$ cat src/rtl/return_stack_pkg.sv
// return_stack_pkg: shared defaults, stage encoding and request decode for the return stack
package return_stack_pkg;
  localparam int DEPTH_DEF = 8;
  localparam int AW_DEF = 32;
  localparam logic [2:0] ST_STAGE = 3'd5;
  typedef enum logic [1:0] {OP_IDLE, OP_PUSH, OP_POP, OP_SWAP} op_e;
  function automatic op_e decode_op(input logic w, input logic r, input logic empty, input logic full);
    return (w && r) ? (empty ? OP_PUSH : OP_SWAP) :
           w ? (full ? OP_IDLE : OP_PUSH) :
           r ? (empty ? OP_IDLE : OP_POP) : OP_IDLE;
  endfunction
endpackage

$ cat src/rtl/return_stack_mem.sv
// return_stack_mem: unreset entry storage, one synchronous write port and one combinational read port
module return_stack_mem #(
  parameter int DEPTH = 8,
  parameter int AW = 32
) (
  input  logic                     clk,
  input  logic                     we,
  input  logic [$clog2(DEPTH)-1:0] waddr,
  input  logic [AW-1:0]            wdata,
  input  logic [$clog2(DEPTH)-1:0] raddr,
  output logic [AW-1:0]            rdata
);
  logic [AW-1:0] mem [DEPTH];
  // write the addressed entry on the rising edge
  always_ff @(posedge clk) begin
    if (we) mem[waddr] <= wdata;
  end
  assign rdata = mem[raddr];
endmodule

$ cat src/rtl/return_stack.sv
// return_stack: hardware return-address stack with sticky overflow/underflow and simultaneous pop+push
module return_stack
  import return_stack_pkg::*;
#(
  parameter int DEPTH = DEPTH_DEF,
  parameter int AW = AW_DEF
) (
  input  logic                       clk,
  input  logic                       reset,
  input  logic                       StW,
  input  logic                       StR,
  input  logic [AW-1:0]              push_addr,
  input  logic                       clr_err,
  output logic [AW-1:0]              ret_addr,
  output logic                       ret_valid,
  output logic [$clog2(DEPTH+1)-1:0] count,
  output logic                       empty,
  output logic                       full,
  output logic                       overflow,
  output logic                       underflow
);
  localparam int CW = $clog2(DEPTH + 1);
  localparam int PW = $clog2(DEPTH);
  op_e           op;
  logic [CW-1:0] count_m1;
  logic [PW-1:0] top_idx;
  logic [PW-1:0] waddr;
  logic          we;
  logic          pops;
  logic          ovf_set;
  logic          unf_set;
  logic [AW-1:0] rd_data;
  assign empty = count == '0;
  assign full = count == CW'(DEPTH);
  // decode the request; a simultaneous pop+push rewrites the top entry in place
  always_comb begin
    op = decode_op(StW, StR, empty, full);
    count_m1 = count - CW'(1);
    top_idx = count_m1[PW-1:0];
    pops = (op == OP_POP) || (op == OP_SWAP);
    we = ((op == OP_PUSH) || (op == OP_SWAP)) && !reset;
    waddr = (op == OP_PUSH) ? count[PW-1:0] : top_idx;
    ovf_set = StW && !StR && full;
    unf_set = StR && empty;
  end
  return_stack_mem #(.DEPTH(DEPTH), .AW(AW)) u_mem (
    .clk  (clk),
    .we   (we),
    .waddr(waddr),
    .wdata(push_addr),
    .raddr(top_idx),
    .rdata(rd_data)
  );
  // pointer, popped address and sticky error flags; setting events win over clr_err
  always_ff @(posedge clk or posedge reset) begin
    if (reset) begin
      count <= '0;
      ret_addr <= '0;
      ret_valid <= 1'b0;
      overflow <= 1'b0;
      underflow <= 1'b0;
    end else begin
      count <= (op == OP_PUSH) ? count + CW'(1) : (op == OP_POP) ? count_m1 : count;
      ret_addr <= pops ? rd_data : ret_addr;
      ret_valid <= pops;
      overflow <= ovf_set || (overflow && !clr_err);
      underflow <= unf_set || (underflow && !clr_err);
    end
  end
endmodule

$ cat config.mk
export PLATFORM = sky130hd
export DESIGN_NAME = return_stack
export DESIGN_NICKNAME = d
export VERILOG_FILES = /design/src/rtl/return_stack_pkg.sv /design/src/rtl/return_stack_mem.sv /design/src/rtl/return_stack.sv
export SDC_FILE = /design/constraint.sdc
export NUM_CORES = 1
export LEC_CHECK = 0
export ABC_CLOCK_PERIOD_IN_PS = 6200
export BUFFER_PORTS_ARGS = -buffer_cell sky130_fd_sc_hd__buf_2
export CORE_MARGIN = 1.5
export CORE_UTILIZATION = 40
export CTS_CLUSTER_DIAMETER = 80
export CTS_CLUSTER_SIZE = 25
export DETAILED_ROUTE_END_ITERATION = 12
export HOLD_SLACK_MARGIN = 0.15
export PLACE_DENSITY_LB_ADDON = 0.25
export REMOVE_ABC_BUFFERS = 1
export SLEW_MARGIN = 20
export SYNTH_ARGS = -nofsm -noshare
export SYNTH_HDL_FRONTEND = slang
export SYNTH_SLANG_ARGS = --single-unit
$ cat constraint.sdc
create_clock -name clk -period 6.2 [get_ports clk]
set_input_delay 0.62 -clock clk [delete_from_list [all_inputs] [get_ports clk]]
set_output_delay 0.62 -clock clk [all_outputs]
set_load 0.01 [all_outputs]
==> metrics.csv, run 1 <==
metric;value;unit
status;completed;
fin area;13100;µm²
Ys Warns;0;
row count;62;
Final Cycle Share;0.686;
clk root buf;clkbuf_16;
clock skew after layout;17.7;ps
first-pass GRT wire length;35200;µm
reg2reg start;count[0];
Fmax achieved;235;MHz
clk_lat worst skew;500;ps
crit path cell chain;inv_1 > ha_4 > nor3b_1 > nor2b_1 > inv_1 > ha_1 > inv_1 > ha_1 > nand4b_1 > nor2_4;
Hold Violations, Final;0;
clk sinks;295;
CTS Hold Bufs;0;
crit-path max cell delay;980;ps
total gr overflow;0;
top-count cell post-synth;edfxtp_1;
Setup Buffers After CTS;0;
Worst EP required;6310;ps
pin count of the biggest net entering global routing;82;
Worst Max-Slew Pin Slew;1080;ps
relative slew slack;0.280;
Synth Cell Area;11800;µm²
total die area;30400;µm²
power density of the placed cells;497;nW/µm²
Initial Utilization;0.408;
unrepaired setup endpoints after global routing;no;
Core Region;28800;µm²
Hold Path End;underflow;
post-synthesis mux area share;0.124;
slack of the critical path;1950;ps
post-synthesis adder-cell area fraction;0.00851;
crit-path max FO;32;
Post-Synth Simple-Gate Area;0.0248;
Pwr Total;6.51;mW
H-Tree Depth;1;
FFs w/ async S/R, synth;0.132;
Ports;78;
DR WL/cell;20.3;µm
# port buffers;77;
Leak;4.40;nW
most area-consuming cells after synthesis;edfxtp_1 65%, mux2_2 12%, dfrtp_1 8.3%, o31ai_2 3.2%, o22ai_1 2.9%;
Synth Area per Inst;18.1;µm²
die height;174;µm
DRT Pass-1 Iters;4;
initial antenna violation count;2;
Setup WS pre-CTS;1960;ps
worst hold slack;318;ps
Netlist cell types;34;
xor/xnor share of the synthesized area;0.00500;
EDFF count, synth;256;
delay-heaviest family, CP;simple AND/OR/NAND/NOR gates;
vias in the first global route;6138;
CTS tree;done;
Highest Signal Layer;met5;
share of post-route cells with drive strength above 1;0.407;
DR WL met3;663;µm
GP Congestion;0.788;
Clk pin slew, worst setup/hold paths;90;ps
Reg2Reg Depth;10;
Final ANT Viol Nets;0;
fin. max-slew vios;0;
residual DRC count;0;
most used cell, CP;inv_1;
crit path kind;flop to flop;
DP Area;12500;µm²
slowest cell on the critical path;nor2_4;
drt total wl;22600;µm
worst min path class;input port to flop;
sequential area share after synthesis;0.737;
Setup Viol. Count Final;0;
biggest area consumer among synthesized cells;edfxtp_1;
top cell type's share of synthesized area;0.654;
Worst Setup End Kind;flop;
R2R Setup Slk;1950;ps
routed vias/inst;5.19;
layout overhead on the synthesized area;11.5;%
Max-Cap Viols;0;
Setup crit start;count[0];
maximum VDD drop;0.307;mV
Critical Path AT;4360;ps
hold path depth;2;
Die Wd;174;µm
Layout Nets;764;
routed wl met2;11200;µm
Finished Core Util;0.456;
via count;5772;
Post-DP HPWL;13000;µm
Worst R2R End;u_mem.mem[2][2];
Tot GR Track Use;0.149;
flop and latch count out of synthesis;295;
Worst setup SP type;flop;
Synth Instances;649;
Hold Crit Start;clr_err;
post_cts resized;0;
CP bufs+invs;3;
main combinational cell family by area after synthesis;multiplexers;
DRT met1 WL;10300;µm
dominant synthesized flop cell;edfxtp_1;
total CTS buffers;16;
initial DRC count;297;
commonest cells in the netlist;256 x edfxtp_1, 129 x mux2_2, 54 x o22ai_1;
Final min period;4250;ps
post-synthesis compound-gate area fraction;0.0779;
Clock Tree Buf Depth;3;
Filler cells;2474;
cells in the final DEF, fill, tap and decap left out, drive strengths merged:
| cell | n |
|---|---|
| a21oi | 1 |
| nor3 | 1 |
| o32a | 1 |
| a32oi | 1 |
| o22ai | 64 |
| mux2 | 129 |
| o21ai | 6 |
| o31a | 1 |
| nor2 | 6 |
| edfxtp | 256 |
| nand2b | 1 |
| inv | 11 |
| clkbuf | 22 |
| xor2 | 1 |
| xnor2 | 4 |
| ha | 8 |
| buf | 88 |
| nand3 | 1 |
| nor3b | 1 |
| o31ai | 32 |
| bufinv | 1 |
| nand4b | 1 |
| clkinv | 2 |
| nand2 | 41 |
| diode | 1 |
| and3b | 1 |
| nor2b | 3 |
| nor4 | 5 |
| dfrtp | 39 |
report_power, final:
part	switching (mW)	internal (mW)	leakage, nW	total, mW
clock	0.608	0.559	0.246	1.17
combinational	1.53	1.20	1.37	2.73
sequential	0.121	2.49	2.78	2.61
total	2.26	4.25	4.40	6.51
state kept, by name, indices dropped and copies added (netlist names):
register,cells
count,4
overflow,1
ret_addr,32
ret_valid,1
u_mem.mem,256
underflow,1
per-stage QoR:
step                TNS (ps)  instances
CTS                        0       1109
detailed placement         0       1082
global route               0       1112
finish                     0       1113
global placement           0       1082
floorplan            -104130        613
kinds of logic after synthesis:
kind of cell,after synthesis
XOR/XNOR,5
AND/OR/NAND/NOR,61
flip-flops,295
multiplexers,129
adder cells (fa/ha/maj),8
buffers and inverters,45
AO/OA/AOI/OAI,106
layout make-up:
class	count	area, µm²	area share
Antenna cell	1	2.50	0.000191
Clock buffer	22	444	0.0339
Clock inverter	5	62.6	0.00477
Inverter	9	35.0	0.00267
Multi-Input combinational cell	309	2900	0.221
Sequential cell	295	8660	0.661
Tap cell	384	480	0.0366
Timing Repair Buffer	88	528	0.0403
how the worst max path moves through the flow:
| stage | to | depth (start not counted) |
|---|---|---|
| global placement | u_mem.mem[0][16] | 11 |
| global route | u_mem.mem[2][27] | 10 |
| detailed placement | u_mem.mem[6][13] | 10 |
| CTS | u_mem.mem[6][22] | 10 |
| floorplan | u_mem.mem[5][0] | 5 |
| finish | u_mem.mem[2][2] | 10 |
per-layer routing:
metal / up-vias / global-route usage
li1: 2684 / -
met1: 2980 / 0.199
met2: 78 / 0.257
met3: 28 / 0.0236
met4: 2 / 0.0284
met5: - / 0
Power figures use the tool's default switching activity.
==> run 2, diff against run 1 <==
--- a/config.mk
+++ b/config.mk
@@ -5,7 +5,8 @@
 export SDC_FILE = /design/constraint.sdc
 export NUM_CORES = 1
 export LEC_CHECK = 0
-export ABC_CLOCK_PERIOD_IN_PS = 6200
+export ABC_AREA = 1
+export ABC_CLOCK_PERIOD_IN_PS = 3700
 export BUFFER_PORTS_ARGS = -buffer_cell sky130_fd_sc_hd__buf_2
 export CORE_MARGIN = 1.5
 export CORE_UTILIZATION = 40
==> constraint.sdc (replaced) <==
create_clock -name clk -period 3.7 [get_ports clk]
set_input_delay 0.37 -clock clk [delete_from_list [all_inputs] [get_ports clk]]
set_output_delay 0.37 -clock clk [all_outputs]
set_load 0.01 [all_outputs]
==> run 2 against run 1 <==
Effect of this change: final area up 6.8%; fmax up 34%; sequential share of layout area down 4.2 points; non-clock buffer count grew 20; die area is 5.7% higher.
==> metrics.csv, run 2 <==
metric;value;unit
Setup WS pre-CTS;514;ps
hold path depth;1;
Setup Viol. Count Final;0;
Ys Warns;0;
worst min path class;input port to flop;
Tot GR Track Use;0.176;
share of post-route cells with drive strength above 1;0.106;
DP Area;13400;µm²
CP Depth;12;
crit path cell chain;inv_4 > ha_2 > nand2_1 > nor2_1 > nor2_1 > inv_1 > ha_1 > inv_1 > ha_1 > nand2_1 > nor2_4 > buf_12;
Max-Cap Viols;0;
initial DRC count;607;
# port buffers;77;
max FFs per register;256;
Reg2Reg Depth;12;
total gr overflow;0;
Hold Violations, Final;0;
Synth Area per Inst;10.4;µm²
setup tns final;0;ps
H-Tree Depth;1;
Worst EP required;3900;ps
ANT cells;0;
commonest cells in the netlist;402 x nand2_1, 256 x edfxtp_1, 210 x inv_1;
crit path kind;flop to flop;
drt total wl;27900;µm
EDFF count, synth;256;
clock skew after layout;25.9;ps
biggest area consumer among synthesized cells;edfxtp_1;
total die area;32200;µm²
delay-heaviest family, CP;simple AND/OR/NAND/NOR gates;
Clock Tree Buf Depth;3;
Initial Utilization;0.407;
top cell type's share of synthesized area;0.618;
Final ANT Viol Nets;0;
Layout Nets;1314;
Worst Setup End Kind;flop;
clk root buf;clkbuf_16;
Setup Buffers After CTS;0;
DRT Pass-1 Iters;5;
crit-path max cell delay;520;ps
Fmax achieved;314;MHz
first-pass GRT wire length;42900;µm
fin area;14000;µm²
Final Cycle Share;0.860;
relative slew slack;0.365;
CP bufs+invs;4;
via count;8046;
vias in the first global route;7497;
fin. max-slew vios;0;
GP Congestion;0.782;
DR WL/cell;16.7;µm
Synth Cell Area;12400;µm²
Ports;78;
status;completed;
Synth Instances;1195;
residual DRC count;0;
row count;64;
Largest regs;u_mem.mem x256, ret_addr x32, count x4;
pin count of the biggest net entering global routing;85;
Filler cells;2842;
total CTS buffers;17;
initial antenna violation count;0;
most common cell after layout, fill and taps aside;nand2_1;
Netlist cell types;20;
Worst Max-Slew Pin Slew;952;ps
maximum VDD drop;0.601;mV
sequential area share after synthesis;0.697;
CTS Hold Bufs;11;
routed vias/inst;4.80;
Post-DP HPWL;16400;µm
clk_lat worst skew;510;ps
layout overhead on the synthesized area;12.6;%
flop and latch count out of synthesis;295;
unrepaired setup endpoints after global routing;no;
FFs w/ async S/R, synth;0.132;
post_cts resized;0;
crit-path max FO;18;
Leak;6.16;nW
power density of the placed cells;762;nW/µm²
CTS tree;done;
die height;179;µm
clk sinks;295;
Clk pin slew, worst setup/hold paths;100;ps
dominant synthesized flop cell;edfxtp_1;
Final min period;3180;ps
Top reg by flops;u_mem.mem;
top-count cell post-synth;nand2_1;
Core Region;30600;µm²
slack of the critical path;517;ps
Die Wd;179;µm
Pwr Total;10.7;mW
slowest cell on the critical path;nor2_4;
Worst setup SP type;flop;
Critical Path AT;3390;ps
most frequent cells in the layout;402 x nand2_1, 256 x edfxtp_1, 209 x inv_1, 194 x nand3_1, 77 x buf_2;
most area-consuming cells after synthesis;edfxtp_1 62%, nand2_1 12%, dfrtp_1 7.8%, nand3_1 7.8%, inv_1 6.3%;
[run 2: area by class of cell]
| type | instances | area, µm² | area share |
|---|---|---|---|
| tap | 396 | 495 | 0.0354 |
| sequential | 295 | 8670 | 0.619 |
| timing repair buffer | 108 | 721 | 0.0515 |
| multi-input combinational | 633 | 2790 | 0.199 |
| clock buffer | 24 | 462 | 0.0330 |
| clock inverter | 5 | 63.8 | 0.00456 |
| inverter | 214 | 806 | 0.0576 |
[run 2: routing by layer]
metal  up-vias  track usage  routed length [µm]
met5         -            0                   0
met4         0       0.0317                 442
met3        26       0.0233                1380
met2       179        0.280               12700
met1      3878        0.260               13400
li1       3963            -                   -
[run 2: logic make-up (layout without fill, tap and decap cells)]
logic type	Yosys count	count (layout)	share of synthesized area
AOI/OAI and AO/OA	10	10	0.00423
xor gates and xnor gates	1	1	0.000704
adders and majority gates	8	8	0.00805
buffers and inverters	267	351	0.0850
DFF	295	295	0.697
and+or+nand+nor	614	614	0.205
[run 2: where the power goes]
| group | switching (mW) | total, mW | leakage [nW] | internal [mW] |
|---|---|---|---|---|
| logic | 3.03 | 4.34 | 3.12 | 1.31 |
| clock network | 1.10 | 2.02 | 0.249 | 0.915 |
| registers | 0.166 | 4.31 | 2.79 | 4.14 |
[run 2: stage by stage]
step                std cells  utilization  hold slack [ps]
CTS                      1675        0.458              152
floorplan                1142            -              466
global route             1675        0.458              165
finish                   1675        0.458              170
detailed placement       1635        0.437              460
global placement         1635        0.437              456
[run 2: final timing paths]
check / startpoint / slack, ps / endpoint
min: push_addr[11] / 170 / u_mem.mem[6][11]
max reg2reg: count[0] / 520 / u_mem.mem[0][2]
min reg2reg: ret_addr[5] / 480 / ret_addr[5]
max: count[0] / 520 / u_mem.mem[0][2]
min in group asynchronous: reset / 480 / ret_addr[30]
max in group asynchronous: reset / 2410 / count[0]
[run 2: worst reg2reg max path: stages, from the launching register on]
cell     delay (ps)
dfrtp_4         490
inv_4            60
ha_2            180
nand2_1          90
nor2_1          170
nor2_1          110
inv_1            70
ha_1            290
inv_1           130
ha_1            310
nand2_1         230
nor2_4          520
buf_12          240
